--- src/rtl/param_stack.sv ---
`default_nettype none
// ============================================================================
// Module  : param_stack
// Brief   : Parametrised LIFO register stack with sticky over/underflow flags
//           and a flattened view of every entry.
// Revision: 1.0 - initial release
// ============================================================================
module param_stack #(
  parameter int WIDTH = 4,
  parameter int DEPTH = 4,
  localparam int CW = $clog2(DEPTH + 1)
) (
  input  logic                   clk,
  input  logic                   rst,
  input  logic                   push,
  input  logic                   pop,
  input  logic                   clr_err,
  input  logic [WIDTH-1:0]       din,
  output logic [WIDTH-1:0]       top,
  output logic [CW-1:0]          count,
  output logic                   full,
  output logic                   empty,
  output logic                   over,
  output logic                   under,
  output logic [WIDTH*DEPTH-1:0] contents
);

  logic [WIDTH-1:0] r_mem [DEPTH];
  logic [CW-1:0]    r_count;
  logic             r_over;
  logic             r_under;

  logic w_full;
  logic w_empty;
  logic w_push;
  logic w_replace;
  logic w_pop;
  logic w_set_over;
  logic w_set_under;

  assign w_full  = (r_count == CW'(DEPTH));
  assign w_empty = (r_count == '0);

  // Push+pop on an empty stack degenerates to a plain push.
  assign w_push      = push && (!pop || w_empty) && !w_full;
  assign w_replace   = push && pop && !w_empty;
  assign w_pop       = pop && !push && !w_empty;
  assign w_set_over  = push && !pop && w_full;
  assign w_set_under = pop && !push && w_empty;

  always_ff @(posedge clk) begin
    if (!rst) begin
      r_count <= '0;
    end else if (w_push) begin
      r_count <= r_count + CW'(1);
    end else if (w_pop) begin
      r_count <= r_count - CW'(1);
    end
  end

  // A flag being set in the same cycle takes priority over clr_err.
  always_ff @(posedge clk) begin
    if (!rst) begin
      r_over  <= 1'b0;
      r_under <= 1'b0;
    end else begin
      if (w_set_over)   r_over <= 1'b1;
      else if (clr_err) r_over <= 1'b0;
      if (w_set_under)  r_under <= 1'b1;
      else if (clr_err) r_under <= 1'b0;
    end
  end

  for (genvar i = 0; i < DEPTH; i++) begin : g_entry
    always_ff @(posedge clk) begin
      if (!rst) begin
        r_mem[i] <= '0;
      end else if (w_push && r_count == CW'(i)) begin
        r_mem[i] <= din;
      end else if (w_replace && r_count == CW'(i + 1)) begin
        r_mem[i] <= din;
      end else if (w_pop && r_count == CW'(i + 1)) begin
        r_mem[i] <= '0;
      end
    end
    assign contents[i*WIDTH +: WIDTH] = r_mem[i];
  end

  always_comb begin
    top = '0;
    for (int i = 0; i < DEPTH; i++) begin
      if (r_count == CW'(i + 1)) top = r_mem[i];
    end
  end

  assign count = r_count;
  assign full  = w_full;
  assign empty = w_empty;
  assign over  = r_over;
  assign under = r_under;

endmodule
`default_nettype wire

--- config.mk ---
export PLATFORM = sky130hd
export DESIGN_NAME = param_stack
export DESIGN_NICKNAME = d
export VERILOG_FILES = /design/src/rtl/param_stack.sv
export SDC_FILE = /design/constraint.sdc
export NUM_CORES = 1
export LEC_CHECK = 0
export BUFFER_PORTS_ARGS = -buffer_cell sky130_fd_sc_hd__clkbuf_2
export CAP_MARGIN = 20
export CELL_PAD_IN_SITES_DETAIL_PLACEMENT = 1
export CELL_PAD_IN_SITES_GLOBAL_PLACEMENT = 2
export CORE_ASPECT_RATIO = 1.1
export CORE_MARGIN = 2
export CORE_UTILIZATION = 31
export DETAILED_ROUTE_END_ITERATION = 7
export GPL_ROUTABILITY_DRIVEN = 0
export HOLD_SLACK_MARGIN = 0.08
export PLACE_DENSITY = 0.83
export SLEW_MARGIN = 20
export SYNTH_ARGS = -nofsm -noshare
export SYNTH_HDL_FRONTEND = slang
export SYNTH_SLANG_ARGS = --single-unit
--- constraint.sdc ---
create_clock -name clk -period 2.8 [get_ports clk]
set_clock_uncertainty 0.1 [all_clocks]
set_input_delay 0.84 -clock clk [delete_from_list [all_inputs] [get_ports clk]]
set_output_delay 0.84 -clock clk [all_outputs]
set_load 0.03 [all_outputs]
==> impl_metrics.json <==
{
  "status": "complete, no violations",
  "r2r_start": "count[0]",
  "drive_gt1_frac": 0.429,
  "root_buffer": "clkbuf_8",
  "start_kind": "flip-flop",
  "cts_made_buffers": 3,
  "layout_common_cells": "clkbuf_2, and2_1, edfxtp_1, buf_4",
  "clkTransAtPathRegs_ns": 0.08,
  "syn_area_per_cell_um2": 10.1,
  "cts_tree": "done",
  "dieArea_mm2": 0.00468,
  "antenna_found_initial": 0,
  "syn_to_final_growth_pct": 39.8,
  "synth_warnings": 0,
  "first_pass_iters": 4,
  "nFillCells": 478,
  "cp_data_required_time_ns": 1.86,
  "cp-end-kind": "output pin",
  "die_h_um": 71.5,
  "dr.first_iter.drc_count": 46,
  "tightest_slew_ns": 0.588,
  "fmaxAchievable_mhz": 361,
  "die_x_um": 65.4,
  "synth_fp_nets": 142,
  "drcViolationCount": 0,
  "viasPerCell": 5.20,
  "grt_pass1_vias": 1165,
  "hold_slack_ns": 0.389,
  "cts-htree-levels": 1,
  "syn_inst": 127,
  "hold_buffers": 0,
  "dp_hpwl_um": 2660,
  "dp.cells": 211,
  "fin_crit_sh": 0.989,
  "final_common_cell": "clkbuf_2",
  "setup-violations-final": 0,
  "p_leak_nw": 0.747,
  "grt_max_degree": 16,
  "ff_latch_area_um2": 588,
  "placed_cell_area_mm2": 0.00153,
  "ys_ff_latch": 21,
  "fin_nets": 186,
  "holdCritPathClass": "reg -> reg",
  "row_count": 24,
  "crit_path_end": "top[3]",
  "hold_viol": 0,
  "hold_start": "over",
  "floorplan.initialDensity": 0.324,
  "grtUsageTotal": 0.167,
  "drtAntennaViolNets": 0,
  "path_max_fanout": 6,
  "io_pins": 36,
  "seq_area_frac_synth": 0.452,
  "synthesis.area_mm2": 0.00128,
  "r2r_cells": 8,
  "period_needed_ns": 2.77,
  "power.density_mw_per_mm2": 946,
  "reg2reg_slack_ns": 0.56,
  "grt_overflow": 0,
  "arrival_ns": 1.83,
  "peakVddDrop_mv": 0.239,
  "vias": 1154,
  "clock_sink_count": 21,
  "multi_input_area_um2": 768,
  "portBuffers": 35,
  "path_class": "reg -> out",
  "drv_cap": 0,
  "ys_types": 34,
  "slew_headroom": 0.604,
  "instances_no_fill": 222,
  "clock_latency_ns": 0.26,
  "rsz0062_at_grt": "yes",
  "cp-startpoint": "count[1]",
  "drv_slew": 0,
  "final_core_util": 0.453,
  "drt_wl_total_um": 3930,
  "wl_per_cell_um": 17.7,
  "r2r_end": "r_mem[1][0]",
  "clock_path_buffers": 2,
  "grt_pass1_wl_um": 5980,
  "core_mm2": 0.00396,
  "diodes": 0,
  "finish.instance_area_mm2": 0.00180
}
## metrics by stage
step                TNS (ns)  setup slack [ns]  power (mW)
floorplan                  0            0.0504        1.02
global placement           0             0.133        1.23
detailed placement         0            0.0434        1.26
CTS                        0           0.00540        1.56
global route         -0.0541           -0.0306        1.80
finish                     0            0.0308        1.70
## critical path: stages, from the launching register on
cell and delay [ns]:
dfxtp_4 0.37, buf_6 0.12, ha_4 0.20, buf_4 0.14
a221oi_2 0.24, nor3_1 0.08, a221o_1 0.27, buf_6 0.14
## registers in the layout, summed over array words and instances (netlist names)
register / cells
count: 3
over: 1
r_mem: 16
under: 1
## report_power, final
| part | internal, mW | leakage (nW) | switching (mW) |
|---|---|---|---|
| Clock | 0.0993 | 0.0255 | 0.110 |
| Sequential | 0.413 | 0.210 | 0.0652 |
| Combinational | 0.417 | 0.511 | 0.596 |
## how the worst min path moves through the flow
stage,end,cells past startpoint
2_1_floorplan,over,2
3_3_place_gp,over,2
3_5_place_dp,over,2
4_1_cts,over,2
5_1_grt,over,2
6_report,over,2
## synth_stat cells
| master | number | share of area |
|---|---|---|
| edfxtp_1 | 16 | 0.37 |
| inv_2 | 1 | 0.0029 |
| nand3_1 | 3 | 0.012 |
| buf_2 | 6 | 0.023 |
| o211ai_1 | 3 | 0.018 |
| dfxtp_1 | 5 | 0.078 |
| nor4b_2 | 1 | 0.012 |
| o21ai_1 | 1 | 0.0039 |
| nand4_1 | 1 | 0.0049 |
| nand2_1 | 6 | 0.018 |
| a21boi_0 | 1 | 0.0058 |
| nand2b_1 | 3 | 0.015 |
| nor3_1 | 5 | 0.019 |
| nor2_1 | 6 | 0.018 |
| a221o_1 | 4 | 0.031 |
| and2b_1 | 1 | 0.0058 |
| a221oi_2 | 1 | 0.012 |
| mux2i_1 | 1 | 0.0078 |
| a211o_1 | 1 | 0.0068 |
| and3_1 | 1 | 0.0049 |
| o211a_1 | 1 | 0.0078 |
| o21ai_0 | 3 | 0.012 |
| inv_1 | 4 | 0.012 |
| and2b_4 | 1 | 0.0078 |
| xnor2_1 | 3 | 0.020 |
| clkbuf_1 | 2 | 0.0058 |
| nor2b_1 | 7 | 0.034 |
| a221oi_1 | 5 | 0.034 |
| o311ai_1 | 1 | 0.0068 |
| o21a_1 | 2 | 0.012 |
| a21oi_1 | 5 | 0.019 |
| nand3b_1 | 2 | 0.012 |
| ha_1 | 6 | 0.058 |
| and2_1 | 18 | 0.088 |
## cells by family (layout without fill, tap and decap cells)
family	count (synthesis)	after routing	share of synthesized area
compound gates	28	28	0.168
xor+xnor	3	3	0.0205
fa+ha+maj	6	6	0.0584
buf+inv	13	56	0.0438
flops	21	21	0.452
mux	1	1	0.00779
simple gates	55	55	0.249
## timing repair
action	in CTS	in global routing
gates resized for setup	18	27
setup endpoints to repair	4	4
cloned	0	0
setup buffers	1	6
hold endpoints to repair	0	0
pin swaps	1	5
## area by class of cell
class	count	area share
clock inverters	1	0.00279
inverters	5	0.0118
well taps	52	0.0362
repair buffers	47	0.171
multi-input cells	93	0.428
clock buffers	3	0.0230
flip-flops and latches	21	0.327
## routing by layer
| layer | GRT usage | wire [um] | vias to the layer above |
|---|---|---|---|
| li1 | - | - | 549 |
| met1 | 0.193 | 1600 | 572 |
| met2 | 0.324 | 2170 | 31 |
| met3 | 0.0188 | 124 | 2 |
| met4 | 0.0417 | 27 | 0 |
| met5 | 0 | 0 | - |
Note: power is estimated with default switching activity, not from simulation.
